--- src/rtl/nibble_serial_adder.sv ---
// Wide unsigned adder that reuses one 4-bit ripple-carry slice, one nibble per clock, LSB nibble first.
// A registered carry links the passes; sum/cout are held until the consumer takes them.
//
// state | meaning
// IDLE  | waiting for operands, in_ready high
// RUN   | one nibble pass per clock, idx selects the slice
// DONE  | result presented, out_valid high until out_ready
module nibble_serial_adder #(
    parameter int WIDTH = 16
) (
    input  logic             clk,
    input  logic             rst_n,
    input  logic             in_valid,
    output logic             in_ready,
    input  logic [WIDTH-1:0] a,
    input  logic [WIDTH-1:0] b,
    input  logic             cin,
    output logic             out_valid,
    input  logic             out_ready,
    output logic [WIDTH-1:0] sum,
    output logic             cout,
    output logic             busy
);

    localparam int NIB  = WIDTH / 4;
    localparam int IDXW = (NIB > 1) ? $clog2(NIB) : 1;
    localparam logic [IDXW-1:0] LAST_IDX = IDXW'(NIB - 1);

    typedef enum logic [1:0] {
        S_IDLE = 2'd0,
        S_RUN  = 2'd1,
        S_DONE = 2'd2
    } state_t;

    state_t            r_state;
    logic [WIDTH-1:0]  r_a;
    logic [WIDTH-1:0]  r_b;
    logic [WIDTH-1:0]  r_sum;
    logic              r_cout;
    logic              r_carry;
    logic [IDXW-1:0]   r_idx;

    logic [IDXW+1:0]   w_base;
    logic [3:0]        w_a_nib;
    logic [3:0]        w_b_nib;
    logic [4:0]        w_nib;

    // Bit offset of the current nibble is just idx shifted left by two.
    assign w_base  = {r_idx, 2'b00};
    assign w_a_nib = r_a[w_base +: 4];
    assign w_b_nib = r_b[w_base +: 4];
    assign w_nib   = {1'b0, w_a_nib} + {1'b0, w_b_nib} + {4'b0000, r_carry};

    always_ff @(posedge clk or negedge rst_n) begin
        if (!rst_n) begin
            r_state <= S_IDLE;
            r_a     <= '0;
            r_b     <= '0;
            r_sum   <= '0;
            r_cout  <= 1'b0;
            r_carry <= 1'b0;
            r_idx   <= '0;
        end else begin
            case (r_state)
                S_IDLE: begin
                    if (in_valid) begin
                        r_a     <= a;
                        r_b     <= b;
                        r_carry <= cin;
                        r_idx   <= '0;
                        r_sum   <= '0;
                        r_state <= S_RUN;
                    end
                end
                S_RUN: begin
                    r_sum[w_base +: 4] <= w_nib[3:0];
                    r_carry            <= w_nib[4];
                    if (r_idx == LAST_IDX) begin
                        r_cout  <= w_nib[4];
                        r_state <= S_DONE;
                    end else begin
                        r_idx <= r_idx + 1'b1;
                    end
                end
                S_DONE: begin
                    if (out_ready) begin
                        r_state <= S_IDLE;
                    end
                end
                default: r_state <= S_IDLE;
            endcase
        end
    end

    // Handshake outputs depend on state only, never on in_valid/out_ready.
    assign in_ready  = (r_state == S_IDLE);
    assign out_valid = (r_state == S_DONE);
    assign busy      = (r_state != S_IDLE);
    assign sum       = r_sum;
    assign cout      = r_cout;

endmodule

--- config.mk ---
export PLATFORM = sky130hd
export DESIGN_NAME = nibble_serial_adder
export DESIGN_NICKNAME = d
export VERILOG_FILES = /design/src/rtl/nibble_serial_adder.sv
export SDC_FILE = /design/constraint.sdc
export NUM_CORES = 1
export LEC_CHECK = 0
export BUFFER_PORTS_ARGS = -buffer_cell sky130_fd_sc_hd__buf_2
export CAP_MARGIN = 5
export CORE_MARGIN = 3
export CORE_UTILIZATION = 45
export DETAILED_ROUTE_END_ITERATION = 6
export PLACE_DENSITY = 0.77
export SYNTH_ARGS = -nofsm -noshare
export SYNTH_HDL_FRONTEND = slang
export SYNTH_SLANG_ARGS = --single-unit
--- constraint.sdc ---
create_clock -name clk -period 2.5 [get_ports clk]
set_input_delay 0.25 -clock clk [delete_from_list [all_inputs] [get_ports clk]]
set_output_delay 0.25 -clock clk [all_outputs]
set_load 0.02 [all_outputs]
# After elaboration in Yosys (flattened, before gate mapping)
# Cells that the tools add are included.
dict set report word_totals {
  regBits 54
}
dict set report op_classes {
  shift 4
  muxes 12
  eq_ne 7
  n_reduce_logical 8
  n_addsub 4
}
# cell n
set ops {}
lappend ops {{case mux 16 bit (2 select lines)} 1}
lappend ops {{variable part select 16 x 5 -> 4 bit} 2}
lappend ops {{bitwise mux 16 bit} 1}
lappend ops {{2-to-1 mux 16 bit} 1}
lappend ops {{variable shift 4 x 6 -> 16 bit, first input constant} 1}
lappend ops {{variable part select 4 x 6 -> 16 bit} 1}
lappend ops {{2-to-1 mux 2 bit} 5}
lappend ops {{inequality test 2 bit, second input constant} 3}
lappend ops {{negator 4 -> 6 bit} 1}
lappend ops {{case mux 2 bit (3 select lines)} 1}
lappend ops {{AND reduction 2 bit} 3}
lappend ops {{AND reduction 3 bit} 2}
lappend ops {{adder 4 x 4 -> 5 bit} 1}
lappend ops {{adder 5 x 1 -> 5 bit} 1}
lappend ops {{equality test 2 bit, second input constant} 2}
lappend ops {{case mux 2 bit (2 select lines)} 1}
lappend ops {{nonzero test 2 bit} 2}
lappend ops {{adder 2 x 1 -> 2 bit, second input constant} 1}
lappend ops {{equality test 2 x 1 -> 1 bit, second input constant} 1}
lappend ops {{zero test 2 bit} 1}
lappend ops {{inequality test 2 x 1 -> 1 bit, second input constant} 1}
lappend ops {{case mux 1 bit (2 select lines)} 1}
lappend ops {{2-to-1 mux 1 bit} 1}

# Depth between registers and ports, before layout
# Gate-level depths: netlist of the first run.
dict set report logic_depth {
  ltp_word 6
  depth_mapped 9
  mapped_depth_nobuf 8
}

# Worst setup path after synthesis of the first run
# OpenSTA, ideal clock, no wires.
dict set report synth_timing {
  path_kind {reg-to-reg}
  start {register r_idx[0]}
  end {register r_carry}
  required_ns 2.374
  arrival_ns 2.456
  period_less_slack_ns 2.583
  stages_incl_launch_ff 10
  setup_time_ns 0.126
  path_slack_ns -0.083
  cell_sequence {dfrtp_1 buf_2 mux4_2 fa_1 inv_1 fa_1 nor2b_1 o21ai_0 nand2b_1 a221o_1}
}
dict set report synth_via {
  elab_chain_len 4
  elab_cells_between_ends 5
  cone_classes {add/sub (2); shift (2); mux (1)}
}
# element line_no
set synth_lines {}
lappend synth_lines {{start, declared} 41} ;# logic [IDXW-1:0] r_idx;
lappend synth_lines {{start signal, assigned} 82} ;# r_idx <= r_idx + 1'b1;
lappend synth_lines {{variable part select 16 x 5 -> 4 bit, on equally long branches} {50, 51}}
lappend synth_lines {{adder 4 x 4 -> 5 bit (*)} 52} ;# assign w_nib = {1'b0, w_a_nib} + {1'b0, w_b_nib} + {4'b0000, r_carry};
lappend synth_lines {{adder 5 x 1 -> 5 bit (*)} 52}
lappend synth_lines {{case mux 1 bit (2 select lines) (*)} 64} ;# case (r_state)
lappend synth_lines {{end signal, assigned} 69} ;# r_carry <= cin;
lappend synth_lines {{end signal, assigned} 77} ;# r_carry <= w_nib[4];
lappend synth_lines {{end, declared} 40} ;# logic r_carry;
# Every way passes the cells marked *; elsewhere a longest branch is shown, timed or not.
# A chain may end at the register's enable or synchronous reset.

# Worst setup path in the final report of the first run
# Same ends and word-level chain as after synthesis.

==> out/metrics.csv, run 1 <==
stage,metric,value,unit
status,outcome,completed,
floorplanning,Starting Density,0.4772,
floorplanning,Core Region,5270,sq um
setup_path,crit path DAT,2590,ps
setup_path,CP Class,reg -> reg,
grt,GRT Resource Usage Total,0.1555,
place,Place WS,51.75,ps
floorplanning,die height,80.76,um
floorplanning,die area,6521,sq um
timing,clk_skew,5.030,ps
grt,vias in the first global route,1610,
place,RePlAce Congestion,0.7737,
clock_tree,CTS H-Tree Depth,2,
route,DRC viols,0,
timing,fin crit period,2401,ps
setup_path,CP max FO,5,
timing,Min Hold Slack,136.3,ps
finish,# fillers,447,
timing,max_slew headroom,0.6969,
logic_synthesis,syn avg cell area,14.29,sq um
flow_run,max-cap viol count,0,
clock_tree,CTS Buffer Depth,2,
logic_synthesis,Post-synth EDFFs,0,
grt,largest net degree at the start of global routing,35,
clock_tree,clock root buffer,clkbuf_8,
pwr,Pwr per Cell Area,1528,nW/um^2
timing,setup_tns,0,ps
timing,final hold violation count,0,
place,DP Cell Count,300,
pwr,Max rail drop VDD,0.7300,mV
finish,Antenna Cells,0,
floorplanning,I/O pin cnt,57,
place,Port Buffers,56,
timing,Final period util,0.9604,
route,Vias,1610,
hold_path,Hold/Removal Path Class,in -> reg,
logic_synthesis,sequential-to-total area share from yosys stat,0.5373,
clock_tree,CTS tree,yes,
setup_path,R2R cell count,8,
logic_synthesis,"FF+latch count, synth",54,
clock_tree,CTS buffer count,5,
place,Placed Area,2879,sq um
route,total wire length,4868,um
hold_path,WHS Path Cells,2,
logic_synthesis,Post-synth top cells,"dfrtp_1, mux2_2, a22o_1, inv_1, mux4_2",
logic_synthesis,Synth area leader,dfrtp_1,
clock_tree,Skew-Pair Late Insertion Delay,300,ps
logic_synthesis,ys flop type,dfrtp_1,
setup_path,CP Data Required Time,2680,ps
setup_path,CP Launch Type,flip-flop,
route,Post-DRT Antenna Nets,0,
pwr,Leak Pwr,0.001471,uW
logic_synthesis,post-synth top area share,0.5373,
timing,Max Fclk,416.5,MHz
timing,Final setup violation count,0,
logic_synthesis,unique cell type count in the Yosys netlist,26,
floorplanning,die width,80.76,um
timing,Worst-Margin Slew,454.7,ps
timing,fin worst setup slack,99.12,ps
place,Final HPWL DP,3656,um
logic_synthesis,Synth area leaders,"dfrtp_1, mux2_2, mux4_2, a22o_1, ha_1",
finish,nets,285,
route,Via density,5.194,
clock_tree,CTS Sinks,54,
logic_synthesis,share of flip-flops with an asynchronous set or reset,1.000,
route,average wire per standard cell,15.70,um
finish,finished layout cell area,3017,sq um
logic_synthesis,most frequent cell after synthesis,dfrtp_1,
route,initial drt markers,62,
logic_synthesis,"Cell Area, Synth",2515,sq um
finish,Non-Filler Instances,310,
logic_synthesis,YS warnings,0,
logic_synthesis,Synth Instances,176,
floorplanning,# rows,26,
grt,GRT overflow,0,
clock_tree,clk slew on worst S/H paths,90,ps
grt,initial antenna violation count,0,
grt,first-pass GRT wire length,7734,um
finish,share of layout cells above drive strength 1,0.4958,
setup_path,Critical Path End Type,flip-flop,
timing,Slew Limit Fails,0,
route,DRT Pass-1 Iters,4,
finish,Area Growth Syn to Fin,19.95,%
logic_synthesis,Post-Syn Nets,222,
[path summary, 6_finish.rpt]
kind | startpoint | to | slack, ps
hold reg to reg | sum[1] | sum[1] | 500
min in group asynchronous | rst_n | r_a[12] | 430
max in group asynchronous | rst_n | r_idx[0] | 1270
setup / recovery | r_idx[0] | r_carry | 100
hold / removal | out_ready | r_state[1] | 140
setup reg to reg | r_idx[0] | r_carry | 100
[stage by stage]
| step | power, uW | util |
|---|---|---|
| after floorplan | 3214 | - |
| after global placement | 3854 | 0.5463 |
| after detailed placement | 3954 | 0.5463 |
| after CTS | 4490 | 0.5681 |
| after global routing | 4935 | 0.5724 |
| final | 4608 | 0.5724 |
[sequential cells by signal, summed over array words and instances, names as in the netlist]
signal   flops
r_idx        2
r_a         16
r_b         16
cout         1
r_carry      1
sum         16
r_state      2
[routing by layer]
layer,GRT usage,vias up,part of all wire
met1,0.2095,798,0.45
met5,0,-,0
met3,0.03769,4,0.046
met2,0.2608,43,0.50
met4,0.02703,0,0.0086
li1,-,765,-
[cells in the final DEF, fill, tap and decap left out, drive strengths merged]
master / instances
and2: 1
nor2: 3
and3b: 1
a21oi: 2
mux4: 8
inv: 8
clkinv: 1
buf: 63
and3: 1
clkbuf: 7
nor4b: 1
nor3: 1
nand2: 7
o21bai: 1
nand2b: 5
dfrtp: 54
fa: 2
dlygate4sd3: 1
a21o: 5
a22o: 19
mux2: 34
nor4: 1
a221o: 1
o21ai: 2
ha: 7
xnor2: 2
nor2b: 2
[report_power, final]
part / leakage, uW / internal (uW) / switching (uW)
clock: 0.0000544 / 254 / 273
combinational: 0.000746 / 1270 / 1280
sequential: 0.000671 / 1260 / 271
[critical path, stage by stage, from the launching register on]
cell and delay, ps:
dfrtp_2 440, mux4_2 530, fa_1 430, inv_1 100, fa_2 210, nor2b_1 50, o21ai_1 120, nand2b_1 90
a221o_1 320
[kinds of logic (layout without fill, tap and decap cells)]
| family | after synthesis | in the layout | share of synthesized area |
|---|---|---|---|
| xor gates and xnor gates | 2 | 2 | 0.006966 |
| adders and majority gates | 9 | 9 | 0.05075 |
| muxes | 42 | 42 | 0.2239 |
| buffers and inverters | 16 | 80 | 0.03134 |
| and+or+nand+nor | 23 | 23 | 0.05373 |
| AOI/OAI and AO/OA | 30 | 30 | 0.09602 |
| DFF | 54 | 54 | 0.5373 |
[timing repair]
action | CTS | global route
hold buffers | 1 | 0
resized for setup | 0 | 5
setup endpoints to repair | 0 | 6
endpoints found under the hold margin | 20 | 0
setup buffers | 0 | 1
[final cells by class]
cell class / instances / area [sq um] / share of cell area
repair buffers: 64 / 342.8 / 0.1136
flip-flops and latches: 54 / 1353 / 0.4484
multi-input cells: 106 / 1099 / 0.3642
clock inverters: 1 / 8.758 / 0.002903
inverters: 8 / 30.03 / 0.009954
clock buffers: 7 / 96.34 / 0.03194
well taps: 70 / 87.58 / 0.02903
Note: power is estimated with default switching activity, not from simulation.
==> inputs of run 2 (changes only) <==
CORE_ASPECT_RATIO = 0.9   (was default)
==> run 2 against run 1 <==
Net effect: largest power group unchanged; clock-buffer cell count is 2 lower; combinational power is 6% lower; sequential cell count stayed put; sequential share of layout area is 0.093 points higher; critical endpoint unchanged; clock power is 11% higher; critical path type unchanged; final area is 0.21% lower; first-iteration DRC count stayed put; fmax is 1.6% higher; cell count is 0.97% lower; total power is 2.3% lower.
==> out/metrics.csv, run 2 (synthesis gave the netlist of run 1 again) <==
stage,metric,value,unit,change
grt,GRT overflow,0,,unchanged
clock_tree,clock root buffer,clkbuf_8,,
place,Port Buffers,56,,unchanged
floorplanning,Starting Density,0.4729,,-0.004267
timing,Worst-Margin Slew,447.8,ps,-6.859 ps
flow_run,max-cap viol count,0,,unchanged
clock_tree,CTS Buffer Depth,2,,unchanged
clock_tree,CTS Sinks,54,,unchanged
finish,Antenna Cells,0,,unchanged
setup_path,"delay-heaviest family, CP",adder cells,,
hold_path,Hold/Removal Path Class,in -> reg,,
timing,Slew Limit Fails,0,,unchanged
pwr,Pwr per Cell Area,1495,nW/um^2,-2.1%
finish,Area Growth Syn to Fin,19.70,%,
pwr,Max rail drop VDD,0.8862,mV,+21%
floorplanning,I/O pin cnt,57,,unchanged
floorplanning,die area,6523,sq um,about the same
route,Via density,5.306,,+2.2%
setup_path,highest cell delay on the worst timing path,530,ps,about the same
timing,Final setup violation count,0,,unchanged
clock_tree,CTS tree,yes,,
setup_path,crit path DAT,2560,ps,-30 ps
setup_path,Crit path top cell by count,fa_1,,
finish,"commonest non-fill, non-tap cell in the layout",buf_2,,
pwr,Overall Power,4501,uW,-2.3%
setup_path,Buf/Inv on CP,1,,unchanged
clock_tree,Post-CTS Setup Inserts,0,,unchanged
grt,GRT Resource Usage Total,0.1576,,+0.002089
setup_path,CP max stage cell,mux4_2,,
route,DRT met1 WL,2159,um,-0.87%
route,DRC viols,0,,unchanged
pwr,Int Pwr,2736,uW,-1.5%
timing,Max Fclk,423.0,MHz,+1.6%
clock_tree,Skew-Pair Late Insertion Delay,310,ps,about the same
grt,largest net degree at the start of global routing,35,,unchanged
floorplanning,die width,84.80,um,+5.0%
route,metal3 WL,229,um,+1.3%
setup_path,Critical Path End Type,flip-flop,,
timing,Final period util,0.9455,,-0.01483
place,Final HPWL DP,3707,um,+1.4%
floorplanning,Core Region,5318,sq um,+0.90%
place,RePlAce Congestion,0.7909,,+2.2%
grt,initial antenna violation count,0,,unchanged
pwr,Clk pwr share,0.130,,+0.016
route,initial drt markers,62,,unchanged
clock_tree,CTS buffer count,5,,unchanged
timing,RSZ-0062 raised after global routing,false,,
setup_path,CP Class,reg -> reg,,
setup_path,CP max FO,4,,-1
pwr,power share of the sequential group,0.338,,+0.006
route,Vias,1629,,+1.2%
route,average wire per standard cell,15.91,um,+1.3%
setup_path,CP Launch Type,flip-flop,,
pwr,Psw,1764,uW,-3.5%
finish,# fillers,472,,+5.6%
finish,share of layout cells above drive strength 1,0.4833,,-0.01250
grt,first-pass GRT wire length,8079,um,+4.5%
timing,max_slew headroom,0.6993,,+0.002427
route,DR top layer,met4,,
floorplanning,# rows,25,,-3.8%
timing,final hold violation count,0,,unchanged
clock_tree,clk slew on worst S/H paths,90,ps,about the same
pwr,Leak Pwr,0.001471,uW,about the same
timing,setup_tns,0,ps,unchanged
finish,most frequent cells in the layout,"buf_2, dfrtp_1, mux2_2, a22o_1",,
clock_tree,CTS H-Tree Depth,2,,unchanged
route,WL met2,2442,um,+0.87%
timing,clk_skew,4.724,ps,-0.3062 ps
pwr,Gate power share,0.532,,-0.021
grt,vias in the first global route,1637,,+1.7%
route,Post-DRT Antenna Nets,0,,unchanged
setup_path,CP Data Required Time,2700,ps,+20 ps
floorplanning,die height,76.92,um,-4.7%
status,outcome,completed,,
finish,nets,285,,unchanged
setup_path,crit-path cells,mux4_2 -> fa_1 -> inv_1 -> fa_1 -> nor2b_1 -> o21ai_0 -> nand2b_1 -> a221o_1,,
timing,Min Hold Slack,132.2,ps,-4.114 ps
route,total wire length,4883,um,+0.31%
timing,fin crit period,2364,ps,-37.07 ps
route,DRT Pass-1 Iters,4,,unchanged
pwr,Net Sw Frac,0.3920,,-0.004856
## run 2: area by class of cell
| class | count | area, sq um | share of cell area |
|---|---|---|---|
| well taps | 67 | 83.83 | 0.02785 |
| multi-input cells | 106 | 1085 | 0.3603 |
| clock buffers | 5 | 68.82 | 0.02286 |
| repair buffers | 64 | 346.6 | 0.1151 |
| inverters | 8 | 30.03 | 0.009975 |
| clock inverters | 3 | 43.79 | 0.01455 |
| flip-flops and latches | 54 | 1353 | 0.4493 |
## run 2: worst reg2reg max path: stages (launching register included)
cell	delay, ps
dfrtp_2	430
mux4_2	530
fa_1	430
inv_1	80
fa_1	200
nor2b_1	50
o21ai_0	130
nand2b_1	90
a221o_1	310
## run 2: worst paths after layout
kind / from / to / slack, ps / depth (start not counted)
setup / recovery: r_idx[0] / r_carry / 140 / 8
hold / removal: out_ready / r_state[1] / 130 / 2
setup reg to reg: r_idx[0] / r_carry / 140 / 8
hold reg to reg: sum[12] / sum[12] / 510 / 1
max in group asynchronous: rst_n / r_idx[0] / 1690 / 3
min in group asynchronous: rst_n / r_a[0] / 270 / 2
## run 2: power by group through the flow
stage          Combinational (uW)  Clock (uW)  Sequential (uW)
2_1_floorplan                1700           0             1520
3_3_place_gp                 2340           0             1530
3_5_place_dp                 2430           0             1540
4_1_cts                      2430         605             1520
5_1_grt                      2610         642             1570
6_report                     2390         584             1520
## run 2: repair_timing
| action | in CTS | in global routing |
|---|---|---|
| gates resized for setup | 0 | 2 |
| endpoints found under the setup margin | 0 | 5 |
| hold buffers | 1 | 0 |
| hold endpoints to repair | 3 | 0 |
## run 2: per-stage QoR
step | cells | area [sq um] | setup WS [ps] | util
6_report | 307 | 3010 | 136.2 | 0.5661
3_3_place_gp | 298 | 2883 | 117.2 | 0.5421
4_1_cts | 307 | 3005 | 42.54 | 0.5652
2_1_floorplan | 176 | 2517 | 0.8893 | -
3_5_place_dp | 298 | 2883 | 57.86 | 0.5421
5_1_grt | 307 | 3010 | 20.45 | 0.5661
## run 2: metal layers
metal	global-route usage	vias up
li1	-	768
met1	0.2124	817
met2	0.2613	38
met3	0.03330	6
met4	0.03797	0
met5	0	-
==> inputs of run 3 (changes only) <==
PLACE_DENSITY = 0.74   (was 0.77)
clock period = 2.3 ns   (was 2.5 ns; I/O delays follow)
==> run 3 against run 2 <==
Net effect: first-iteration DRC count is 15% higher; core utilization is 0.45 points higher; sequential power rose by 9%; sequential cell count stayed put; critical path type unchanged; register-to-register slack got worse by 70 ps; clock-buffer cell count is 1 higher.
==> out/metrics.csv, run 3 (synthesis gave the netlist of run 1 again) <==
stage,metric,value,unit,change
route,DRT Pass-1 Iters,4,,unchanged
pwr,Gate power share,0.560,,+0.028
finish,"commonest non-fill, non-tap cell in the layout",buf_2,,
route,total wire length,5045,um,+3.3%
floorplanning,I/O pin cnt,57,,unchanged
clock_tree,CTS H-Tree Depth,2,,unchanged
route,average wire per standard cell,16.38,um,+3.0%
setup_path,CP max stage cell,mux4_2,,
floorplanning,Starting Density,0.4729,,unchanged
setup_path,CP Class,reg -> reg,,
clock_tree,CTS buffer count,5,,unchanged
setup_path,Worst R2R Start,r_idx[0],,
floorplanning,die width,84.80,um,unchanged
pwr,Leak Pwr,0.001472,uW,about the same
pwr,Max rail drop VDD,0.8646,mV,-2.4%
timing,RSZ-0062 raised after global routing,true,,
timing,max_slew headroom,0.5722,,-0.1271
timing,fin crit period,2231,ps,-133.3 ps
floorplanning,# rows,25,,unchanged
finish,register area,1353,sq um,unchanged
finish,# fillers,471,,-0.21%
hold_path,Hold/Removal Path Class,in -> reg,,
setup_path,"delay-heaviest family, CP",adder cells,,
timing,Slew Limit Fails,0,,unchanged
setup_path,instance count on the critical path,8,,unchanged
setup_path,Buf/Inv on CP,1,,unchanged
setup_path,crit-path cells,mux4_2 -> fa_2 -> inv_2 -> fa_2 -> nor2b_1 -> o21ai_1 -> nand2b_1 -> a221o_1,,
clock_tree,clock root buffer,clkbuf_8,,
route,metal3 WL,228,um,-0.44%
finish,share of layout cells above drive strength 1,0.5021,,+0.01874
timing,Worst-Margin Slew,641.7,ps,+193.9 ps
floorplanning,die area,6523,sq um,unchanged
floorplanning,Core Region,5318,sq um,unchanged
timing,Max Fclk,448.3,MHz,+6.0%
timing,Min Hold Slack,113.7,ps,-18.53 ps
pwr,Clk pwr share,0.104,,-0.026
setup_path,highest cell delay on the worst timing path,530,ps,about the same
grt,GRT overflow,0,,unchanged
clock_tree,CTS Sinks,54,,unchanged
grt,first-pass GRT wire length,8562,um,+6.0%
setup_path,Crit path top cell by count,fa_2,,
route,Vias,1639,,+0.61%
setup_path,crit path DAT,2420,ps,-140 ps
setup_path,R2R setup slack,70,ps,-70 ps
timing,Final period util,0.9698,,+0.02428
route,DRC viols,0,,unchanged
floorplanning,die height,76.92,um,unchanged
timing,final hold violation count,0,,unchanged
route,initial drt markers,71,,+15%
setup_path,R2R cell count,8,,unchanged
clock_tree,clk slew on worst S/H paths,90,ps,about the same
finish,Area Growth Syn to Fin,20.65,%,
clock_tree,CTS Buffer Depth,2,,unchanged
pwr,Psw,1955,uW,+11%
pwr,Net Sw Frac,0.3951,,+0.003085
setup_path,CP Launch Type,flip-flop,,
setup_path,Critical path destination,r_carry,,
finish,most frequent cells in the layout,"buf_2, dfrtp_1, mux2_2, a22o_1, mux4_2",,
setup_path,R2R Path End,r_carry,,
timing,Final setup violation count,0,,unchanged
setup_path,CP Data Required Time,2490,ps,-210 ps
hold_path,WHS Path Cells,2,,unchanged
route,Post-DRT Antenna Nets,0,,unchanged
status,outcome,completed,,
place,Port Buffers,56,,unchanged
setup_path,Crit. Startpoint,r_idx[0],,
grt,largest net degree at the start of global routing,35,,unchanged
route,WL met2,2535,um,+3.8%
route,DRT met1 WL,2233,um,+3.4%
route,Via density,5.321,,+0.29%
place,Final HPWL DP,3747,um,+1.1%
finish,Antenna Cells,0,,unchanged
finish,nets,287,,+0.70%
clock_tree,CTS tree,yes,,
route,DR top layer,met4,,
grt,initial antenna violation count,0,,unchanged
grt,GRT Resource Usage Total,0.1664,,+0.008868
clock_tree,Skew-Pair Late Insertion Delay,300,ps,about the same
place,RePlAce Congestion,0.7908,,about the same
pwr,Int Pwr,2994,uW,+9.4%
setup_path,Critical Path End Type,flip-flop,,
pwr,power share of the sequential group,0.336,,-0.002
grt,vias in the first global route,1757,,+7.3%
finish,footprint of the multi-input gates,1101,sq um,+1.5%
pwr,Pwr per Cell Area,1631,nW/um^2,+9.1%
timing,setup_tns,0,ps,unchanged
setup_path,CP max FO,4,,unchanged
timing,clk_skew,5.864,ps,+1.140 ps
flow_run,max-cap viol count,0,,unchanged
## run 3: cell types whose count changed in the layout (fill, tap and decap cells not counted), sizes merged
cell,previous run,this run
bufinv,1,0
buf,63,65
clkinvlp,0,1
clkinv,1,0
clkbuf,5,6
inv,9,8
## run 3: worst register-to-register path, stage by stage, from the launching register on
cell and delay, ps:
dfrtp_2 420, mux4_2 530, fa_2 380, inv_2 60, fa_2 190, nor2b_1 50
o21ai_1 110, nand2b_1 90, a221o_1 290
## run 3: stage by stage
step | util | total power, uW | setup slack, ps | cell area (sq um) | cells
after floorplan | - | 3534 | -88.40 | 2526 | 176
after global placement | 0.5492 | 4289 | 44.46 | 2920 | 299
after detailed placement | 0.5492 | 4352 | -11.87 | 2920 | 299
after CTS | 0.5704 | 5001 | 6.874 | 3033 | 308
after global routing | 0.5706 | 5355 | -72.67 | 3034 | 308
final | 0.5706 | 4950 | 69.45 | 3034 | 308
## run 3: what timing repair did
action,4_1_cts,5_1_grt
pin swaps,2,2
resized for setup,3,1
endpoints found under the hold margin,26,0
gates cloned,0,0
setup endpoints to repair,5,14
setup buffers,1,0
hold buffers,1,0
## run 3: cell type report
type,count,share of cell area
multi-input combinational,106,0.3629
timing repair buffer,66,0.1274
inverter,8,0.009897
clock buffer,6,0.02392
clock inverter,1,0.002474
tap,67,0.02763
sequential,54,0.4458
## run 3: layer usage
metal  GRT usage  vias up
met3     0.03759        5
met2      0.2786       39
met1      0.2151      827
li1            -      768
met5           0        -
met4     0.05222        0
## run 3: power groups by stage
stage | sequential [uW] | clock, uW | combinational, uW
2_1_floorplan | 1650 | 0 | 1880
3_5_place_dp | 1680 | 0 | 2670
6_report | 1660 | 514 | 2770
4_1_cts | 1670 | 524 | 2800
3_3_place_gp | 1670 | 0 | 2620
5_1_grt | 1720 | 570 | 3060
## run 3: worst min-delay path by stage
stage	slack [ps]	endpoint	from
finish	110	r_state[1]	out_ready
global route	130	r_state[1]	out_ready
CTS	110	r_state[1]	out_ready
detailed placement	290	sum[12]	rst_n
global placement	280	sum[12]	rst_n
floorplan	-70	cout	rst_n
